## config.mk

```make
export PLATFORM = sky130hd
export DESIGN_NAME = hld_ctrl_gen
export DESIGN_NICKNAME = d
export VERILOG_FILES = /design/src/rtl/hld_ctrl_pkg.sv /design/src/rtl/hld_period_cnt.sv /design/src/rtl/hld_ctrl_gen.sv
export SDC_FILE = /design/constraint.sdc
export NUM_CORES = 1
export LEC_CHECK = 0
export CORE_MARGIN = 3
export CORE_UTILIZATION = 59
export CTS_BUF_LIST = sky130_fd_sc_hd__clkbuf_8
export CTS_CLUSTER_DIAMETER = 100
export DETAILED_ROUTE_END_ITERATION = 8
export GPL_ROUTABILITY_DRIVEN = 1
export PLACE_DENSITY = 0.86
export RECOVER_POWER = 50
export SYNTH_ARGS = -nofsm -noshare
export SYNTH_HDL_FRONTEND = slang
export SYNTH_SLANG_ARGS = --single-unit
```

## constraint.sdc

```tcl
create_clock -name clk -period 6.2 [get_ports clk]
set_input_delay 1.24 -clock clk [delete_from_list [all_inputs] [get_ports clk]]
set_output_delay 1.24 -clock clk [all_outputs]
set_load 0.005 [all_outputs]
```

## src/rtl/hld_ctrl_pkg.sv

```systemverilog
// Shared types and constants for the hold-control pulse generator.
package hld_ctrl_pkg;

  typedef enum logic [1:0] {
    BCAST = 2'b00,
    RR    = 2'b01,
    GATED = 2'b10,
    RSVD  = 2'b11
  } mode_e;

  typedef enum logic [1:0] {
    IDLE  = 2'b00,
    RUN   = 2'b01,
    DRAIN = 2'b10
  } state_e;

  localparam int MIN_DIV = 2;

endpackage

```

## src/rtl/hld_period_cnt.sv

```systemverilog
// Period counter: wraps to 0 after div_eff-1 and flags the terminal count.
// The next value is exported so the owner can register outputs that match it.
module hld_period_cnt #(
  parameter int DIV_W = 4
) (
  input  logic             clk,
  input  logic             rst_n,
  input  logic             clr,
  input  logic             adv,
  input  logic [DIV_W-1:0] div_eff,
  output logic [DIV_W-1:0] cnt_next,
  output logic             term
);

  logic [DIV_W-1:0] cnt_q;
  logic [DIV_W-1:0] cnt_d;

  assign term = (cnt_q == div_eff - DIV_W'(1));

  always_comb begin
    cnt_d = cnt_q;
    if (clr) begin
      cnt_d = '0;
    end else if (adv) begin
      cnt_d = term ? '0 : cnt_q + DIV_W'(1);
    end
  end

  always_ff @(posedge clk) begin
    if (!rst_n) begin
      cnt_q <= '0;
    end else begin
      cnt_q <= cnt_d;
    end
  end

  assign cnt_next = cnt_d;

endmodule

```

## src/rtl/hld_ctrl_gen.sv

```systemverilog
// Multi-channel hold-control pulse generator with shadowed configuration
// applied only at start or at period boundaries.
module hld_ctrl_gen
  import hld_ctrl_pkg::*;
#(
  parameter int NUM_CH = 4,
  parameter int DIV_W  = 4
) (
  input  logic              clk,
  input  logic              rst_n,
  input  logic              en,
  input  logic [1:0]        mode,
  input  logic [DIV_W-1:0]  div_n,
  input  logic [DIV_W-1:0]  pw,
  input  logic              div_m,
  input  logic              upd,
  output logic [NUM_CH-1:0] ctrl_hld,
  output logic              frame,
  output logic              cfg_ack,
  output logic              busy
);

  localparam int RR_W = (NUM_CH > 1) ? $clog2(NUM_CH) : 1;

  typedef struct packed {
    mode_e            mode;
    logic [DIV_W-1:0] div;
    logic [DIV_W-1:0] pw;
  } cfg_t;

  function automatic logic [DIV_W-1:0] div_eff_f(input cfg_t c);
    return (c.div < DIV_W'(MIN_DIV)) ? DIV_W'(MIN_DIV) : c.div;
  endfunction

  // Clamp leaves at least one low cycle in every period.
  function automatic logic [DIV_W-1:0] pw_eff_f(input cfg_t c);
    logic [DIV_W-1:0] lim;
    lim = div_eff_f(c) - DIV_W'(1);
    return (c.pw < lim) ? c.pw : lim;
  endfunction

  state_e            state_q, state_d;
  cfg_t              act_q, act_d;
  cfg_t              pend_cfg_q, pend_cfg_d;
  logic              pend_q, pend_d;
  logic [RR_W-1:0]   rr_q, rr_d;
  logic              divm_q, divm_d;
  logic [NUM_CH-1:0] ctrl_hld_q, ctrl_hld_d;
  logic              frame_q, frame_d;
  logic              cfg_ack_q, cfg_ack_d;
  logic              busy_q, busy_d;

  logic [DIV_W-1:0]  cnt_next;
  logic              term;
  logic              start, wrap, cont, apply, pulse_on;

  hld_period_cnt #(.DIV_W(DIV_W)) u_cnt (
    .clk      (clk),
    .rst_n    (rst_n),
    .clr      (state_q == IDLE),
    .adv      (state_q != IDLE),
    .div_eff  (div_eff_f(act_q)),
    .cnt_next (cnt_next),
    .term     (term)
  );

  always_comb begin
    pend_cfg_d = pend_cfg_q;
    if (upd) begin
      pend_cfg_d = '{mode: mode_e'(mode), div: div_n, pw: pw};
    end

    start = (state_q == IDLE) && en;
    wrap  = (state_q != IDLE) && term;
    cont  = start || (wrap && en);
    // A strobe landing on the applying edge is taken straight away.
    apply = cont && (pend_q || upd);

    act_d     = apply ? pend_cfg_d : act_q;
    pend_d    = apply ? 1'b0 : (pend_q || upd);
    cfg_ack_d = apply;

    rr_d = rr_q;
    if (apply && (pend_cfg_d.mode != act_q.mode)) begin
      rr_d = '0;
    end else if (wrap && en) begin
      rr_d = (rr_q == RR_W'(NUM_CH - 1)) ? '0 : rr_q + RR_W'(1);
    end

    state_d = state_q;
    case (state_q)
      IDLE:    state_d = en ? RUN : IDLE;
      RUN,
      DRAIN:   state_d = en ? RUN : (term ? IDLE : DRAIN);
      default: state_d = IDLE;
    endcase

    divm_d   = div_m;
    busy_d   = (state_d != IDLE);
    frame_d  = busy_d && (cnt_next == '0);
    pulse_on = busy_d && (cnt_next < pw_eff_f(act_d));
  end

  for (genvar gi = 0; gi < NUM_CH; gi++) begin : g_ch
    always_comb begin
      ctrl_hld_d[gi] = 1'b0;
      if (pulse_on) begin
        case (act_d.mode)
          RR:      ctrl_hld_d[gi] = (rr_d == RR_W'(gi));
          GATED:   ctrl_hld_d[gi] = !divm_d;
          default: ctrl_hld_d[gi] = 1'b1;
        endcase
      end
    end
  end

  always_ff @(posedge clk) begin
    if (!rst_n) begin
      state_q    <= IDLE;
      act_q      <= '{mode: BCAST, div: DIV_W'(MIN_DIV), pw: '0};
      pend_cfg_q <= '{mode: BCAST, div: '0, pw: '0};
      pend_q     <= 1'b0;
      rr_q       <= '0;
      divm_q     <= 1'b0;
      ctrl_hld_q <= '0;
      frame_q    <= 1'b0;
      cfg_ack_q  <= 1'b0;
      busy_q     <= 1'b0;
    end else begin
      state_q    <= state_d;
      act_q      <= act_d;
      pend_cfg_q <= pend_cfg_d;
      pend_q     <= pend_d;
      rr_q       <= rr_d;
      divm_q     <= divm_d;
      ctrl_hld_q <= ctrl_hld_d;
      frame_q    <= frame_d;
      cfg_ack_q  <= cfg_ack_d;
      busy_q     <= busy_d;
    end
  end

  assign ctrl_hld = ctrl_hld_q;
  assign frame    = frame_q;
  assign cfg_ack  = cfg_ack_q;
  assign busy     = busy_q;

endmodule

```

# == Word-level counts from Yosys, hierarchy flattened ==
# Index checks and enable logic that the tools add are counted.
# word_totals
reg_bits,36
inputBits,15
out_inout_bits,7
elab_cells,70
# classes
n_addsub,4
magnitude_cmp,4
eq_ne,10
n_mux,19
bitwise_logic,1
n_reduce_logical,18
# op_table
cell,count
two-way mux 4 bit,6
two-way mux 10 bit,2
equality test 2 bit (second input constant),5
two-way mux 2 bit,5
less-than comparator 4 x 2 -> 1 bit (second input constant),2
less-than comparator 4 bit,2
case mux 1 bit (2 select lines),4
subtractor 4 x 1 -> 4 bit (second input constant),2
logical AND 1 bit,7
equality test 2 x 1 -> 1 bit (second input constant),3
adder 4 x 1 -> 4 bit (second input constant),1
equality test 4 bit,1
logical NOT 2 bit,2
logical NOT 4 bit,1
case mux 2 bit (2 select lines),1
nonzero test 2 bit,2
OR reduction 2 bit,2
adder 2 x 1 -> 2 bit (second input constant),1
logical OR 1 bit,2
inequality test 2 bit,1
AND reduction 2 bit,1
logical NOT 1 bit,1
two-way mux 1 bit,1
NOT 1 bit,1

# == Logic depth before layout (Yosys ltp) ==
# Gate-level depths: netlist of run 1.
# depth
depth_word,17
depth_mapped,25
depth_no_buf,21

# == Hierarchy ==
# From an unflattened synthesis of run 1, not the netlist that was laid out.
# unflattened
hier_cells,225
area_unflattened_um2,2053.2
# modules_own_cells
module,instances,cells_each,area_each_um2,seq_area_each_um2
hld_ctrl_gen,1,189,1727.9,640.6
hld_period_cnt,1,36,325.3,80.1

# == Worst setup path before layout of run 1 ==
# Ideal clock, no wire load.
# synth_timing
kind,input to register
from,input port upd
to,register ctrl_hld_q[0] (netlist: ctrl_hld[0])
arrival_time_ns,4.655
slack_ns,1.413
cell_stages,20
cell_sequence,clkbuf_1 > o21ai_0 > a221oi_2 > buf_4 > buf_4 > buf_2 > a31o_2 > ha_1 > xnor2_1 > inv_1 > ha_1 > a21oi_1 > o21bai_1 > a31oi_2 > mux2_1 > ha_1 > o21a_1 > o21ai_0 > a32oi_1 > a21oi_1
# synth_via
elab_chain_cells,11
# synth_lines
item,line_no,source
from (decl),hld_ctrl_gen.sv:16,"input logic upd,"
logical OR 1 bit,hld_ctrl_gen.sv:77,apply = cont && (pend_q || upd);
logical AND 1 bit,hld_ctrl_gen.sv:77,
two-way mux 10 bit,hld_ctrl_gen.sv:79,act_d = apply ? pend_cfg_d : act_q;
less-than comparator 4 x 2 -> 1 bit,hld_ctrl_gen.sv:32,return (c.div < DIV_W'(MIN_DIV)) ? DIV_W'(MIN_DIV) : c.div;
two-way mux 4 bit,hld_ctrl_gen.sv:32,
subtractor 4 x 1 -> 4 bit,hld_ctrl_gen.sv:38,lim = div_eff_f(c) - DIV_W'(1);
less-than comparator 4 bit,hld_ctrl_gen.sv:39,return (c.pw < lim) ? c.pw : lim;
two-way mux 4 bit,hld_ctrl_gen.sv:39,
less-than comparator 4 bit,hld_ctrl_gen.sv:101,pulse_on = busy_d && (cnt_next < pw_eff_f(act_d));
logical AND 1 bit,hld_ctrl_gen.sv:101,
AND reduction 2 bit (no source line),n/a,
to (signal assigned),hld_ctrl_gen.sv:136,ctrl_hld_q <= ctrl_hld_d;
to (decl),hld_ctrl_gen.sv:48,"logic [NUM_CH-1:0] ctrl_hld_q, ctrl_hld_d;"
# Parallel ways exist; a longest one is shown, timed or not.
# A chain may end at the register's enable or synchronous reset.

# == Worst setup path in the final report of run 1 ==
# layout_timing
from,input port upd
to,register ctrl_hld_q[2] (netlist: ctrl_hld[2])
# The elaborated chain is that of the path after synthesis.

==> results of run 1 <==
## path summary, 6_finish.rpt
check / end / slack [ns] / cells past startpoint
worst max-delay path: ctrl_hld[2] / 1.03 / 20
worst min-delay path: pend_cfg_q[3] / 0.52 / 2
worst max register to register: ctrl_hld[2] / 1.33 / 22
worst min register to register: pend_cfg_q[3] / 0.52 / 2
## power by group through the flow
| stage | clock (W) | combinational (W) | sequential [W] |
|---|---|---|---|
| after floorplan | 0 | 0.000128 | 0.000266 |
| after global placement | 0 | 0.000171 | 0.000268 |
| after detailed placement | 0 | 0.000176 | 0.000268 |
| after CTS | 0.000174 | 0.000177 | 0.000263 |
| after global routing | 0.000183 | 0.000194 | 0.000265 |
| final | 0.000170 | 0.000174 | 0.000263 |
## state kept, by name, summed over array words and instances (netlist names)
name / count
state_q: 2
pend_cfg_q: 10
act_q: 10
cfg_ack: 1
ctrl_hld: 4
u_cnt.cnt_q: 4
frame: 1
rr_q: 2
pend_q: 1
busy: 1
## synthesized netlist by cell type, types with 3 or more instances
master     n  share of area
ha_1      15          0.089
nor2b_1   14          0.041
nor3b_1    6          0.021
o21a_1     4          0.014
o21ai_0   12          0.028
mux2_2     3          0.016
nand4_1    3         0.0089
nor3_1     7          0.017
nand2_1   11          0.019
buf_6      3          0.016
a21oi_1   14          0.033
inv_1     12          0.021
nor2_1    21          0.037
dfxtp_1   36           0.34
and2_1     6          0.018
o211a_1    3          0.014
mux2i_1   13          0.061
xnor2_1    6          0.025
xor2_1     3          0.012
clkbuf_1   3         0.0053
## metal layers
| metal | vias up | track usage |
|---|---|---|
| met5 | - | 0 |
| met4 | 0 | 0.0674 |
| met3 | 6 | 0.0578 |
| met2 | 28 | 0.318 |
| met1 | 751 | 0.253 |
| li1 | 858 | - |
## worst max-delay path: cells and delay by family
family,cells,cell delay [ns]
compound gates,10,1.62
buf+inv,4,1.14
fa+ha+maj,3,0.75
mux,1,0.34
xor+xnor,1,0.14
simple gates,1,0.07
## layout make-up
| cell class | instances | area [um2] |
|---|---|---|
| clock buffers | 6 | 82.6 |
| multi-input cells | 175 | 1280 |
| clock inverters | 2 | 10.0 |
| inverters | 12 | 45.0 |
| repair buffers | 24 | 229 |
| well taps | 46 | 57.6 |
| fillers | 251 | 965 |
| flip-flops and latches | 36 | 721 |
## kinds of logic (layout without fill, tap and decap cells)
| family | Yosys count | in the layout | share of synthesized area |
|---|---|---|---|
| AO/OA/AOI/OAI | 49 | 49 | 0.164 |
| XOR/XNOR | 9 | 9 | 0.0372 |
| multiplexers | 18 | 18 | 0.0880 |
| flip-flops | 36 | 36 | 0.340 |
| buffers and inverters | 22 | 44 | 0.0543 |
| AND/OR/NAND/NOR | 84 | 84 | 0.227 |
| adder cells (fa/ha/maj) | 15 | 15 | 0.0886 |
## layout by cell type (no fill, tap or decap), types with 4 or more instances in the layout
cell type        instances
dlygate4sd3_1            6
o21a_1                   4
a21oi_1                 14
nor2_1                  21
nand2_1                 12
xnor2_1                  6
ha_1                    15
clkdlybuf4s50_1         15
and2_1                   6
nor3_1                   7
inv_1                   12
dfxtp_1                 36
nor3b_1                  6
mux2i_1                 13
nor2b_1                 14
o21ai_0                 13
clkbuf_8                 6
## stage by stage
stage	area (um2)	setup slack, ns	total power (W)	hold WS [ns]
final	2420	1.03	0.000607	0.522
after global placement	2340	0.967	0.000439	0.500
after detailed placement	2340	0.857	0.000444	0.510
after global routing	2420	0.696	0.000642	0.552
after CTS	2430	1.15	0.000613	0.530
after floorplan	2120	1.41	0.000393	0.474
==> results_dict.tcl, run 1 <==
set metrics [dict create \
    die_y_um 65.9 \
    wl_met1_um 1930 \
    drc 0 \
    syn_nets 263 \
    hold_viol_final 0 \
    die_w_um 65.9 \
    cts-root-buf "clkbuf_8" \
    worstPathRequired_ns 6.36 \
    critical_path_class "input pin to flip-flop" \
    syn_inst 233 \
    routed_via_density 5.46 \
    synthArstFlopShare 0 \
    synth_flop_cell "dfxtp_1" \
    p_switching_w 0.000184 \
    grt_pass1_wl_um 6540 \
    crit_fanout 28 \
    power.internal_w 0.000424 \
    p_comb_frac 0.287 \
    wl_met2_um 1840 \
    pwr-share-clk 0.280 \
    synth_warnings 0 \
    cp_slowest_stage_delay_ns 0.52 \
    critPathLaunch "upd" \
    wire_per_inst_um 13.3 \
    r2r_start "act_q[5]" \
    ir_drop_mv 0.190 \
    antenna_found_initial 0 \
    ys_ff_latch 36 \
    hpwl_um 3000 \
    start_util 0.625 \
    hold_buffers 0 \
    rsz0062_at_grt "no" \
    dieArea_um2 4350 \
    ant_nets 0 \
    seqPwrFrac 0.433 \
    yosysSeqAreaShare 0.340 \
    skew_ns 0.00359 \
    area_growth_syn_to_layout_pct 14.5 \
    p_leak_nw 1.01 \
    path_clk_slew_ns 0.07 \
    period_needed_ns 5.17 \
    relSlewSlack 0.368 \
    placedCellCount 293 \
    num_io_pins 22 \
    post-route-util 0.715 \
    cts_resized 0 \
    drt-initial-drc-count 86 \
    gp_congestion 0.838 \
    p_sw_frac 0.302 \
    core_area_um2 3390 \
    setup_viol 0 \
    hold_class "flip-flop to flip-flop" \
    grt_pass1_vias 1486 \
    max_freq_mhz 194 \
    ys_types 49 \
    post_cts_buffers 0 \
    finalCritPeriodShare 0.833 \
    vias 1643 \
    grt_start_max_net_pins 29 \
    cellPowerDensity_nw_per_um2 250 \
    drive_above_1_share 0.0941 \
    holdCritStartpoint "pend_cfg_q[3]" \
    row_count 21 \
    final_nets 284 \
    cts_sinks 36 \
    clk_latency_ns 0.29 \
    track_usage 0.198 \
    cts_tree "built" \
    drt-total-wl_um 3990 \
    crit_slowest_cell "dlygate4sd3_1" \
    synth_area_per_cell_um2 9.09 \
    tns_ns 0 \
    wl_met3_um 158 \
    port_buffers 21 \
    drt_first_pass_iters 4 \
    cts_buffers 5 \
    diodes 0 \
    start_kind "input pin" \
    topRoutingLayerUsed "met4" \
    end_kind "flip-flop" \
    synth.cell_area_um2 2120 \
    crit_path_cell_trace "dlygate4sd3_1 -> buf_4 -> o21ai_0 -> a221oi_2 -> buf_4 -> nor2_1 -> a21oi_1 -> ha_1 -> xnor2_1 -> inv_1 -> ha_1 -> a21oi_1 -> o21bai_1 -> a31oi_2 -> mux2_1 -> ha_1 -> o21a_1 -> o21ai_0 -> a32oi_1 -> a21oi_1" \
    htreeDepth 2 \
    cp_data_arrival_time_ns 5.33 \
    worst_pin_slew_ns 0.949 \
    cap_violations 0 \
    synth_edf_count 0 \
    max-clock-path-buffers 2 \
    drv_slew 0 \
    overflow 0 \
    fin_cells 301 \
    status "completed" \
]
Power figures use the tool's default switching activity.
==> run 2: changes to the inputs <==
Clock period 6.2 ns to 4.81 ns, I/O delays scaled along.
==> run 2 against run 1 <==
- worst setup slack got worse by 0.77 ns
- final area rose by 5.8%
- worst hold slack improved by 0.012 ns
- via count rose by 4.8%
- critical path depth fell by 1
- global-route usage rose by 2.0 points
- clock-buffer cell count did not move
- critical path type unchanged
==> results_dict.tcl, run 2 (synthesis results as in run 1) <==
set metrics [dict create \
    seqPwrFrac 0.415 \
    hold_viol_final 0 \
    cts_buffers 5 \
    wire_per_inst_um 13.9 \
    ir_drop_mv 0.240 \
    cts-root-buf "clkbuf_8" \
    status "completed" \
    p_leak_nw 1.09 \
    max_freq_mhz 220 \
    diodes 0 \
    cp_num_buf_inv 3 \
    cts_tree "built" \
    port_buffers 21 \
    crit_path_cell_trace "clkdlybuf4s50_1 -> buf_4 -> mux2i_2 -> o21a_1 -> nor2_1 -> a21oi_1 -> ha_1 -> xnor2_2 -> inv_1 -> ha_1 -> a21oi_1 -> o21bai_1 -> a31oi_2 -> mux2_1 -> ha_1 -> o21a_1 -> o21ai_0 -> a32oi_2 -> a21oi_1" \
    worstPathRequired_ns 5.03 \
    start_kind "input pin" \
    fin_ws_ns 0.266 \
    final_common_cell "dfxtp_1" \
    top_regs "act_q: 10 flops, pend_cfg_q: 10 flops" \
    core_area_um2 3390 \
    gp_congestion 0.820 \
    drt_first_pass_iters 4 \
    cellPowerDensity_nw_per_um2 317 \
    relSlewSlack 0.372 \
    preCtsSetupSlack_ns -0.0777 \
    fin_cells 314 \
    grt_pass1_wl_um 7180 \
    period_needed_ns 4.54 \
    max-clock-path-buffers 2 \
    clk_latency_ns 0.29 \
    p_sw_frac 0.305 \
    reg2reg_slack_ns 0.30 \
    p_switching_w 0.000248 \
    drc 0 \
    critical_path_class "input pin to flip-flop" \
    hold_buffers 0 \
    grt_start_max_net_pins 27 \
    fill_cells 224 \
    end_kind "flip-flop" \
    drv_slew 0 \
    dieArea_um2 4350 \
    num_io_pins 22 \
    cts_sinks 36 \
    routed_via_density 5.48 \
    path_clk_slew_ns 0.07 \
    grt_pass1_vias 1594 \
    crit_fanout 15 \
    cp_slowest_stage_delay_ns 0.51 \
    tns_ns 0 \
    final_nets 297 \
    vias 1722 \
    die_y_um 65.9 \
    pwr-share-clk 0.271 \
    htreeDepth 2 \
    mostFrequentLayoutCells "34 x dfxtp_1, 21 x nor2_1, 15 x ha_1" \
    antenna_found_initial 0 \
    cp_top_family "compound AO/OA/AOI/OAI gates" \
    skew_ns 0.00399 \
    overflow 0 \
    ant_nets 0 \
    p_comb_frac 0.313 \
    cp_data_arrival_time_ns 4.77 \
    hpwl_um 3150 \
    drt-initial-drc-count 141 \
    placedCellCount 303 \
    drive_above_1_share 0.168 \
    track_usage 0.218 \
    setup_viol 0 \
    row_count 21 \
    worst_pin_slew_ns 0.942 \
    area_growth_syn_to_layout_pct 21.1 \
    cap_violations 0 \
    power.internal_w 0.000566 \
    crit_slowest_cell "clkdlybuf4s50_1" \
    start_util 0.625 \
    hold_class "flip-flop to flip-flop" \
    drt-total-wl_um 4370 \
    finalCritPeriodShare 0.945 \
    die_w_um 65.9 \
]
[run 2: cell types whose count changed in the layout (fill, tap and decap cells not counted), moves of 2 or more]
| cell | delta |
|---|---|
| buf_4 | +12 |
| dfxtp_2 | +2 |
| dfxtp_1 | -2 |
| clkdlybuf4s50_1 | -2 |
| dlygate4sd3_1 | +2 |
[run 2: final cells by class]
type | count | area, um2 | area share
clock buffers | 6 | 82.6 | 0.0322
clock inverters | 2 | 10.0 | 0.00390
inverters | 12 | 45.0 | 0.0176
multi-input cells | 175 | 1320 | 0.513
flip-flops and latches | 36 | 723 | 0.282
well taps | 46 | 57.6 | 0.0224
repair buffers | 37 | 330 | 0.129
[run 2: path summary, 6_finish.rpt]
check,cells after the start,from,end
max reg2reg,21,act_q[7],ctrl_hld[3]
min reg2reg,2,pend_cfg_q[1],pend_cfg_q[1]
max,19,upd,ctrl_hld[3]
min,2,pend_cfg_q[1],pend_cfg_q[1]
[run 2: power by group through the flow]
stage,Combinational (W),Clock [W],Sequential [W]
after global placement,0.000237,0,0.000344
final,0.000255,0.000221,0.000338
after floorplan,0.000164,0,0.000343
after CTS,0.000244,0.000223,0.000338
after detailed placement,0.000242,0,0.000344
after global routing,0.000283,0.000232,0.000340
[run 2: timing repair]
item / CTS / global route
resized for setup: 0 / 8
setup endpoints to repair: 0 / 4
buffers inserted: 0 / 3
[run 2: per-layer routing]
layer	up-vias	share of wire	GRT usage
met5	-	0	0
met4	0	0.013	0.0933
met3	6	0.036	0.0408
met2	37	0.49	0.367
met1	796	0.46	0.269
li1	883	-	-
[run 2: through the flow]
| stage | hold slack, ns | utilization | cell area [um2] | total power (W) |
|---|---|---|---|---|
| 5_1_grt | 0.560 | 0.757 | 2570 | 0.000855 |
| 6_report | 0.533 | 0.757 | 2570 | 0.000813 |
| 3_5_place_dp | 0.516 | 0.712 | 2410 | 0.000587 |
| 2_1_floorplan | 0.474 | - | 2120 | 0.000507 |
| 3_3_place_gp | 0.498 | 0.712 | 2410 | 0.000580 |
| 4_1_cts | 0.537 | 0.739 | 2510 | 0.000805 |
[run 2: worst reg2reg max path, stage by stage (launching register included)]
cell	delay, ns
dfxtp_2	0.37
o31a_2	0.33
inv_1	0.12
ha_1	0.25
xor2_1	0.16
nand2_2	0.10
a221oi_4	0.32
nor3_1	0.09
a31o_2	0.22
ha_1	0.22
xnor2_2	0.18
inv_1	0.06
ha_1	0.30
a21oi_1	0.15
o21bai_1	0.12
a31oi_2	0.19
mux2_1	0.34
ha_1	0.27
o21a_1	0.16
o21ai_0	0.22
a32oi_2	0.13
a21oi_1	0.14
==> run 3: changes to the inputs <==
Settings changed: TNS_END_PERCENT set to 10.
Clock period 4.81 ns to 5.75 ns, I/O delays scaled along.
==> run 3 against run 2 <==
- worst hold slack worse by 0.013 ns
- global-route usage up 0.072 points
- sequential cell count unchanged
- core utilization down 3.9 points
- non-clock buffer count down 13
- cell count down 4.5%
- sequential share of layout area up 1.4 points
- clock skew down 0.00095 ns
- clock power down 13%
- clock-buffer cell count up 1
- critical path type unchanged
- highest routed layer unchanged
==> results_dict.tcl, run 3 (synthesis results as in run 1) <==
set metrics [dict create \
    cts_sinks 36 \
    grt_start_max_net_pins 29 \
    rsz0062_at_grt "no" \
    p_switching_w 0.000199 \
    path_clk_slew_ns 0.07 \
    wire_per_inst_um 14.2 \
    busiest_layer "met2" \
    htreeDepth 2 \
    cap_violations 0 \
    multi_input_area_um2 1280 \
    p_sw_frac 0.299 \
    worst_pin_slew_ns 0.778 \
    gp_congestion 0.841 \
    use_met2 0.389 \
    drive_above_1_share 0.0945 \
    drv_slew 0 \
    cellPowerDensity_nw_per_um2 273 \
    power.internal_w 0.000467 \
    grt_pass1_wl_um 7300 \
    setup_viol 0 \
    cts_tree "built" \
    clk_latency_ns 0.29 \
    relSlewSlack 0.480 \
    start_kind "input pin" \
    hold_buffers 0 \
    overflow 0 \
    ir_drop_mv 0.180 \
    cp_data_arrival_time_ns 5.28 \
    grt_util_met3 0.0527 \
    hold_viol_final 0 \
    die_y_um 65.9 \
    finalCritPeriodShare 0.890 \
    top_regs "act_q: 10 flops, pend_cfg_q: 10 flops" \
    final_nets 284 \
    post_cts_buffers 0 \
    track_usage 0.219 \
    reg2regPathDepth 22 \
    mostFrequentLayoutCells "36 x dfxtp_1, 21 x nor2_1, 15 x ha_1, 14 x a21oi_1, 14 x nor2b_1" \
    drt_first_pass_iters 4 \
    p_comb_frac 0.285 \
    drc 0 \
    pwr-share-clk 0.289 \
    holdWs_ns 0.520 \
    post-route-util 0.718 \
    vias 1718 \
    antenna_found_initial 0 \
    row_count 21 \
    cts-root-buf "clkbuf_8" \
    skew_ns 0.00304 \
    diodes 0 \
    tns_ns 0 \
    worstPathRequired_ns 5.91 \
    die_w_um 65.9 \
    grtUsageMet1 0.249 \
    cts_buffers 5 \
    seqPwrFrac 0.426 \
    routed_via_density 5.73 \
    core_area_um2 3390 \
    seqCellArea_um2 721 \
    final_common_cell "dfxtp_1" \
    cts_resized 0 \
    fill_cells 247 \
    grt_pass1_vias 1613 \
    min_delay_path_depth 2 \
    max_freq_mhz 195 \
    port_buffers 21 \
    drt-total-wl_um 4260 \
    ant_nets 0 \
    max-clock-path-buffers 2 \
    num_io_pins 22 \
    hold_class "flip-flop to flip-flop" \
    area_growth_syn_to_layout_pct 14.9 \
    period_needed_ns 5.12 \
    drt-initial-drc-count 64 \
    critical_path_class "input pin to flip-flop" \
    crit_fanout 15 \
    dieArea_um2 4350 \
    hpwl_um 3040 \
    start_util 0.625 \
    status "completed" \
    p_leak_nw 1.02 \
    end_kind "flip-flop" \
]
run 3: changes by cell type in the layout (fill, tap and decap cells not counted), moves of 2 or more:
cell,previous run,this run
dfxtp_2,2,0
buf_4,14,3
mux2_1,2,4
clkinv_2,2,0
dfxtp_1,34,36
mux2_2,3,1
run 3: area by class of cell:
class / count / area share
multi-input cells: 175 / 0.527
flip-flops and latches: 36 / 0.296
repair buffers: 24 / 0.0956
clock buffers: 7 / 0.0396
well taps: 46 / 0.0236
inverters: 12 / 0.0185
run 3: path summary, 6_finish.rpt:
check                 from  slack (ns)             to
min reg2reg  pend_cfg_q[1]        0.52  pend_cfg_q[1]
max reg2reg       act_q[5]        0.86    ctrl_hld[1]
min          pend_cfg_q[1]        0.52  pend_cfg_q[1]
max                    upd        0.63    ctrl_hld[1]
run 3: power by group through the flow:
stage / Clock (W) / Sequential [W] / Combinational (W)
6_report: 0.000192 / 0.000284 / 0.000189
5_1_grt: 0.000206 / 0.000286 / 0.000211
4_1_cts: 0.000196 / 0.000284 / 0.000193
3_5_place_dp: 0 / 0.000289 / 0.000189
3_3_place_gp: 0 / 0.000289 / 0.000184
2_1_floorplan: 0 / 0.000287 / 0.000138
run 3: layer usage:
layer | part of all wire | vias to the layer above | wire [um]
met5 | 0 | - | 0
met4 | 0.018 | 0 | 77
met3 | 0.043 | 8 | 183
met2 | 0.50 | 39 | 2140
met1 | 0.44 | 809 | 1860
li1 | - | 862 | -
run 3: worst max-delay path: stages:
cell	delay (ns)
dlygate4sd3_1	0.58
buf_4	0.26
mux2i_1	0.43
o21a_1	0.18
nor2_1	0.06
a21oi_1	0.17
ha_1	0.19
xnor2_1	0.15
inv_1	0.07
ha_1	0.31
a21oi_1	0.16
o21bai_1	0.13
a31oi_2	0.21
mux2_1	0.35
ha_1	0.27
o21a_1	0.11
o21ai_0	0.08
a32oi_1	0.33
a21oi_1	0.08
run 3: stage by stage:
stage	std cells	setup WS, ns	power, W	area [um2]
2_1_floorplan	233	1.05	0.000424	2120
3_3_place_gp	293	0.576	0.000474	2340
3_5_place_dp	293	0.476	0.000478	2340
4_1_cts	300	0.720	0.000673	2430
5_1_grt	300	0.388	0.000702	2430
6_report	300	0.630	0.000666	2430
